==> src/rtl/bcd_seg_pkg.sv <==
// Shared types and glyph constants for the 3-digit BCD 7-segment scanner.
package bcd_seg_pkg;

  typedef enum logic {
    S_BLANK,
    S_SHOW
  } state_t;

  localparam int unsigned NDIG = 3;

  // Active-high glyphs, bit order {g,f,e,d,c,b,a}
  localparam logic [6:0] GLYPH_0    = 7'h3F;
  localparam logic [6:0] GLYPH_1    = 7'h06;
  localparam logic [6:0] GLYPH_2    = 7'h5B;
  localparam logic [6:0] GLYPH_3    = 7'h4F;
  localparam logic [6:0] GLYPH_4    = 7'h66;
  localparam logic [6:0] GLYPH_5    = 7'h6D;
  localparam logic [6:0] GLYPH_6    = 7'h7D;
  localparam logic [6:0] GLYPH_7    = 7'h07;
  localparam logic [6:0] GLYPH_8    = 7'h7F;
  localparam logic [6:0] GLYPH_9    = 7'h6F;
  localparam logic [6:0] GLYPH_DASH = 7'h40;
  localparam logic [6:0] GLYPH_OFF  = 7'h00;

endpackage

==> src/rtl/bcd_seg_scan_decode.sv <==
// Combinational BCD nibble to active-high 7-segment glyph; invalid codes A-F map to a dash.
module seg7_decode
  import bcd_seg_pkg::*;
(
  input  logic [3:0] nibble,
  output logic [6:0] glyph
);

  always_comb begin
    glyph = GLYPH_DASH;
    case (nibble)
      4'd0:    glyph = GLYPH_0;
      4'd1:    glyph = GLYPH_1;
      4'd2:    glyph = GLYPH_2;
      4'd3:    glyph = GLYPH_3;
      4'd4:    glyph = GLYPH_4;
      4'd5:    glyph = GLYPH_5;
      4'd6:    glyph = GLYPH_6;
      4'd7:    glyph = GLYPH_7;
      4'd8:    glyph = GLYPH_8;
      4'd9:    glyph = GLYPH_9;
      default: glyph = GLYPH_DASH;
    endcase
  end

endmodule

==> src/rtl/bcd_seg_scan.sv <==
// Time-multiplexed 3-digit 7-segment driver with frame-synchronous value swap and inter-digit blanking.
// Optional leading-zero blanking when BCD_SEG_LZB_EN is defined.
module bcd_seg_scan
  import bcd_seg_pkg::*;
#(
  parameter int unsigned CLK_HZ         = 27_000_000,
  parameter int unsigned SCAN_HZ        = 1_000,
  parameter int unsigned BLANK_CYC      = 16,
  parameter bit          SEG_ACTIVE_LOW = 1'b1
) (
  input  logic        clk,
  input  logic        rst_n,
  input  logic [11:0] bcd_in,
  input  logic        bcd_valid,
  output logic        bcd_ready,
  output logic [6:0]  seg,
  output logic [2:0]  an,
  output logic        frame_done
);

  localparam int unsigned DIV = CLK_HZ / SCAN_HZ;
  localparam int unsigned CW  = (DIV > 1) ? $clog2(DIV) : 1;

  localparam logic [6:0] SEG_OFF = SEG_ACTIVE_LOW ? 7'h7F : 7'h00;
  localparam logic [2:0] AN_OFF  = SEG_ACTIVE_LOW ? 3'b111 : 3'b000;

  logic [CW-1:0] cnt_q, cnt_d;
  logic [1:0]    digit_q, digit_d;
  state_t        state_q, state_d;
  logic [11:0]   pending_q, pending_d;
  logic          pending_full_q, pending_full_d;
  logic [11:0]   shadow_q, shadow_d;
  logic [6:0]    seg_q, seg_d;
  logic [2:0]    an_q, an_d;
  logic          frame_done_q, frame_done_d;

  logic          wrap;
  logic          boundary;
  logic          accept;
  logic          digit_blank;
  logic [3:0]    cur_nib;
  logic [6:0]    glyph_hi;
  logic [6:0]    seg_hi;
  logic [2:0]    an_hi;

  seg7_decode u_dec (
    .nibble (cur_nib),
    .glyph  (glyph_hi)
  );

  always_comb begin
    cur_nib = shadow_q[11:8];
    case (digit_q)
      2'd0:    cur_nib = shadow_q[3:0];
      2'd1:    cur_nib = shadow_q[7:4];
      default: cur_nib = shadow_q[11:8];
    endcase
  end

  always_comb begin
    digit_blank = 1'b0;
`ifdef BCD_SEG_LZB_EN
    if (digit_q == 2'd2 && shadow_q[11:8] == 4'd0) digit_blank = 1'b1;
    if (digit_q == 2'd1 && shadow_q[11:4] == 8'd0) digit_blank = 1'b1;
`endif
  end

  always_comb begin
    wrap     = (cnt_q == CW'(DIV - 1));
    boundary = wrap && (digit_q == 2'(NDIG - 1));
    accept   = bcd_valid && !pending_full_q;

    cnt_d   = wrap ? '0 : cnt_q + CW'(1);
    digit_d = digit_q;
    if (wrap) digit_d = boundary ? 2'd0 : digit_q + 2'd1;
    state_d = (cnt_d >= CW'(BLANK_CYC)) ? S_SHOW : S_BLANK;

    // Ready is low whenever pending is full, so accept and boundary-swap never collide
    pending_d      = pending_q;
    pending_full_d = pending_full_q;
    shadow_d       = shadow_q;
    if (accept) begin
      pending_d      = bcd_in;
      pending_full_d = 1'b1;
    end else if (boundary && pending_full_q) begin
      shadow_d       = pending_q;
      pending_full_d = 1'b0;
    end
    frame_done_d = boundary;

    seg_hi = digit_blank ? GLYPH_OFF : glyph_hi;
    an_hi  = '0;
    if (state_q == S_SHOW && !digit_blank) begin
      case (digit_q)
        2'd0:    an_hi = 3'b001;
        2'd1:    an_hi = 3'b010;
        default: an_hi = 3'b100;
      endcase
    end
    seg_d = SEG_ACTIVE_LOW ? ~seg_hi : seg_hi;
    an_d  = SEG_ACTIVE_LOW ? ~an_hi  : an_hi;
  end

  always_ff @(posedge clk or negedge rst_n) begin
    if (!rst_n) begin
      cnt_q          <= '0;
      digit_q        <= '0;
      state_q        <= S_BLANK;
      pending_q      <= '0;
      pending_full_q <= 1'b0;
      shadow_q       <= '0;
      seg_q          <= SEG_OFF;
      an_q           <= AN_OFF;
      frame_done_q   <= 1'b0;
    end else begin
      cnt_q          <= cnt_d;
      digit_q        <= digit_d;
      state_q        <= state_d;
      pending_q      <= pending_d;
      pending_full_q <= pending_full_d;
      shadow_q       <= shadow_d;
      seg_q          <= seg_d;
      an_q           <= an_d;
      frame_done_q   <= frame_done_d;
    end
  end

  assign bcd_ready  = ~pending_full_q;
  assign seg        = seg_q;
  assign an         = an_q;
  assign frame_done = frame_done_q;

endmodule
==> config.mk <==
export PLATFORM = sky130hd
export DESIGN_NAME = bcd_seg_scan
export DESIGN_NICKNAME = d
export VERILOG_FILES = /design/src/rtl/bcd_seg_pkg.sv /design/src/rtl/bcd_seg_scan_decode.sv /design/src/rtl/bcd_seg_scan.sv
export SDC_FILE = /design/constraint.sdc
export NUM_CORES = 1
export LEC_CHECK = 0
export CORE_AREA = 2 2 96 98
export CTS_CLUSTER_SIZE = 24
export DETAILED_ROUTE_END_ITERATION = 8
export DIE_AREA = 0 0 98 100
export GPL_TIMING_DRIVEN = 1
export MAX_ROUTING_LAYER = met4
export PLACE_DENSITY = 0.48
export SLEW_MARGIN = 20
export SYNTH_ARGS = -nofsm -noshare
export SYNTH_HDL_FRONTEND = slang
export SYNTH_HIERARCHICAL = 1
export SYNTH_SLANG_ARGS = --single-unit
export TNS_END_PERCENT = 5
==> constraint.sdc <==
create_clock -name clk -period 2.3 [get_ports clk]
set_input_delay 0.69 -clock clk [delete_from_list [all_inputs] [get_ports clk]]
set_output_delay 0.69 -clock clk [all_outputs]
set_load 0.005 [all_outputs]
==> impl_table.tex <==
\begin{tabular}{lr}
\hline
Metric & Value \\
\hline
\multicolumn{2}{l}{\textbf{CTS}} \\
Post-CTS Hold Buffers & 0 \\
Clock latency on the worst-skew pair & 0.31 ns \\
CTS max path bufs & 2 \\
Number of buffers created by CTS & 5 \\
H-tree depth & 2 \\
\# clock sinks & 54 \\
Number of buffers inserted by post-CTS setup repair & 0 \\
Clock-pin transition on the worst setup and hold timing paths & 0.11 ns \\
TritonCTS clock tree & built \\
PostCTS Resize Cnt & 0 \\
CTS Root Cell & clkbuf\_8 \\
\multicolumn{2}{l}{\textbf{Finish}} \\
Layout overhead on the synthesized area & 19.1\% \\
Number of nets in the final layout & 272 \\
Count of antenna diodes in the layout & 0 \\
Design Area, Final & 0.00306 sq mm \\
Fraction of final layout cells with drive strength greater than 1 & 23.5\% \\
\multicolumn{2}{l}{\textbf{Worst setup path}} \\
Required time worst endpoint & 1.61 ns \\
Maximum fanout count along the critical path & 3 \\
Path type of the worst setup path & reg2out \\
Critical path endpoint category & primary output \\
Worst reg-to-reg path cell count & 7 \\
WP data arrival & 1.33 ns \\
Crit path launch & pending\_full\_q \\
R2R Path End & shadow\_q[3] \\
Setup crit end & bcd\_ready \\
Critical R2R Launch & cnt\_q[0] \\
Critical path launch point type & flop \\
Slack of the worst reg-to-reg path & 0.28 ns \\
\multicolumn{2}{l}{\textbf{Yosys}} \\
Fraction of the yosys area taken by sequential cells & 53.1\% \\
Synth Flop Type & dfrtp\_1 \\
Cell count after synthesis & 220 \\
Number of flops mapped to enable cells by yosys & 0 \\
Flip-flop and latch count after synthesis & 54 \\
Ys async rst share & 100\% \\
Warnings, synthesis & 6 \\
Post-Syn Area per Cell & 11.7 sq um \\
Distinct cell type count after synthesis & 44 \\
Netlist Area Pre-Place & 0.00257 sq mm \\
Synth Net Count & 242 \\
\multicolumn{2}{l}{\textbf{STA}} \\
Final cycle utilization of the critical path & 87.9\% \\
Final number of hold-violating endpoints & 0 \\
Measured slew at the worst slew-check pin & 0.526 ns \\
Time the worst path needs with I/O delays and setup & 2.02 ns \\
Final Skew & 0.00995 ns \\
Final count of pins violating max slew & 0 \\
Post-route setup TNS & 0 ns \\
Worst relative slew slack & 64.9\% \\
Maximum clock frequency & 495 MHz \\
Unrepaired setup endpoints after global routing & false \\
Number of setup violations in the final report & 0 \\
\multicolumn{2}{l}{\textbf{Routing}} \\
Number of optimization iterations in the first detailed-route pass & 6 \\
Average wire per cell in the routed design & 12.5 microns \\
Via count & 1647 \\
Detailed Route Iter0 Violations & 60 \\
DR vias/cell & 4.55 \\
Remaining antenna violation count after routing & 0 \\
Remaining routing DRC violations & 0 \\
Detailed-route wire length & 4510 microns \\
\multicolumn{2}{l}{\textbf{Global route}} \\
GRT met2 Usage & 14.7\% \\
Global-route track usage on met1 & 14.2\% \\
First-pass GRT wire length & 7760 microns \\
Met3 track demand over resource in global routing & 2.16\% \\
Initial antenna violation count & 0 \\
Total global-route track usage & 10.2\% \\
Via count of the first global-routing pass & 1537 \\
Grt ovf & 0 \\
Layer carrying the most global-route usage & met2 \\
Pin count of the biggest net entering global routing & 36 \\
\multicolumn{2}{l}{\textbf{Placement}} \\
GP Congestion & 0.751 \\
Input/output buffers & 26 \\
Dpl hpwl & 3220 microns \\
Post-DP Area & 0.00297 sq mm \\
\multicolumn{2}{l}{\textbf{Power and ir drop}} \\
Peak ir drop on the vdd network & 0.000246 V \\
Total power divided by cell area & 530 mW/mm\^{}2 \\
Post-route total power & 1.62 mW \\
Internal cell power & 1.24 mW \\
Leakage dissipation & 1.37 nW \\
Part of the power in combinational logic & 4.4\% \\
Reported net switching power & 0.381 mW \\
Switching share of total power & 23.5\% \\
Clk pwr share & 34.3\% \\
Sequential share of power & 61.3\% \\
\multicolumn{2}{l}{\textbf{Floorplanning}} \\
Width of the chip & 98 microns \\
Row cnt & 35 \\
Floorplan die height & 100 microns \\
Die Area & 0.00980 sq mm \\
Top-level port count & 27 \\
Core Footprint & 0.00889 sq mm \\
Initial core utilization & 28.9\% \\
\multicolumn{2}{l}{\textbf{Outcome}} \\
Run status & completed \\
\multicolumn{2}{l}{\textbf{Min path}} \\
Min-delay worst type & in2async \\
\multicolumn{2}{l}{\textbf{Run}} \\
Number of max-cap violations & 0 \\
\hline
\end{tabular}
[through the flow]
step           utilization [%]  hold WS, ns  setup WS [ns]  std cells
2_1_floorplan                -        0.394         0.0241        220
3_3_place_gp              33.4        0.422          0.287        354
3_5_place_dp              33.4        0.431          0.268        354
4_1_cts                   34.4        0.323          0.246        362
5_1_grt                   34.4        0.337         0.0692        362
6_report                  34.4        0.317          0.279        362
[power by group through the flow]
stage | logic (mW) | registers, mW | clock network [mW]
floorplan | 0.0247 | 1.00 | 0
global placement | 0.0721 | 1.01 | 0
detailed placement | 0.0740 | 1.01 | 0
CTS | 0.0738 | 0.995 | 0.582
global route | 0.0805 | 0.997 | 0.619
finish | 0.0709 | 0.993 | 0.556
[layout make-up]
| cell class | count | area (sq um) |
|---|---|---|
| Clock buffer | 5 | 68.8 |
| Clock inverter | 3 | 23.8 |
| Fill cell | 907 | 5830 |
| Inverter | 16 | 60.1 |
| Multi-Input combinational cell | 140 | 1080 |
| Sequential cell | 54 | 1360 |
| Tap cell | 111 | 139 |
| Timing Repair Buffer | 33 | 320 |
[cell usage in the layout (no fill, tap or decap), types with 4 or more instances in the layout]
cell	instances
inv_1	16
clkbuf_8	5
nor3_1	4
dfrtp_1	44
buf_4	6
and3_1	4
xor2_1	6
nor2_1	12
ha_1	7
o21ai_0	9
xnor2_1	7
mux2_4	9
clkdlybuf4s50_1	25
nand2_1	12
mux2i_1	4
dfstp_2	10
nand3_1	13
mux2_2	17
[flip-flops by register name (all words and copies together), names as in the netlist]
register	flops
an	3
pending_q	12
cnt_q	15
pending_full_q	1
digit_q	2
shadow_q	12
seg	7
frame_done	1
state_q	1
[cells in the mapped netlist (2+ instances only)]
cell type	count	area, sq um
or4_1	3	22.5
mux2i_1	4	40.0
nor2_1	12	45.0
xor2_1	6	52.6
nor3_1	4	20.0
or3_1	2	12.5
nor4_1	2	12.5
a21oi_1	2	10.0
nand2_1	12	45.0
xnor2_1	7	61.3
nor3b_1	2	15.0
nand3_1	13	65.1
ha_1	7	87.6
mux2_4	9	135
o22ai_1	3	18.8
inv_1	16	60.1
nor2b_1	3	18.8
mux2_2	17	191
dfrtp_1	44	1100
and3_1	4	25.0
o21ai_0	9	45.0
a21o_1	2	15.0
buf_6	3	33.8
clkbuf_1	5	18.8
dfstp_2	10	263
[layer usage]
metal  share of wire, %  vias to the layer above  wire length (microns)
li1                   -                      812                      -
met1                 51                      799                   2320
met2                 43                       29                   1950
met3                3.5                        7                    159
met4                1.7                        0                     76
met5                  0                        -                      0
[critical path, cell delays in order (launching register included)]
cell and delay [ns]:
dfrtp_1 0.40, inv_1 0.10, clkdlybuf4s50_1 0.52
[worst min path at each step]
stage | cells after the start | slack (ns) | endpoint
2_1_floorplan | 0 | 0.39 | cnt_q[0]
3_3_place_gp | 1 | 0.42 | an[2]
3_5_place_dp | 1 | 0.43 | an[2]
4_1_cts | 1 | 0.32 | pending_q[11]
5_1_grt | 1 | 0.34 | pending_q[0]
6_report | 1 | 0.32 | pending_q[0]
[cells by family (layout without fill, tap and decap cells)]
kind of cell / count (synthesis) / count (layout) / share of synthesized area, %
multiplexers: 30 / 30 / 14.3
buffers and inverters: 26 / 57 / 4.72
AND/OR/NAND/NOR: 66 / 66 / 14.2
AO/OA/AOI/OAI: 24 / 24 / 5.89
flip-flops: 54 / 54 / 53.1
adder cells (fa/ha/maj): 7 / 7 / 3.41
XOR/XNOR: 13 / 13 / 4.43
No activity file was read; power rests on OpenSTA's default activity.
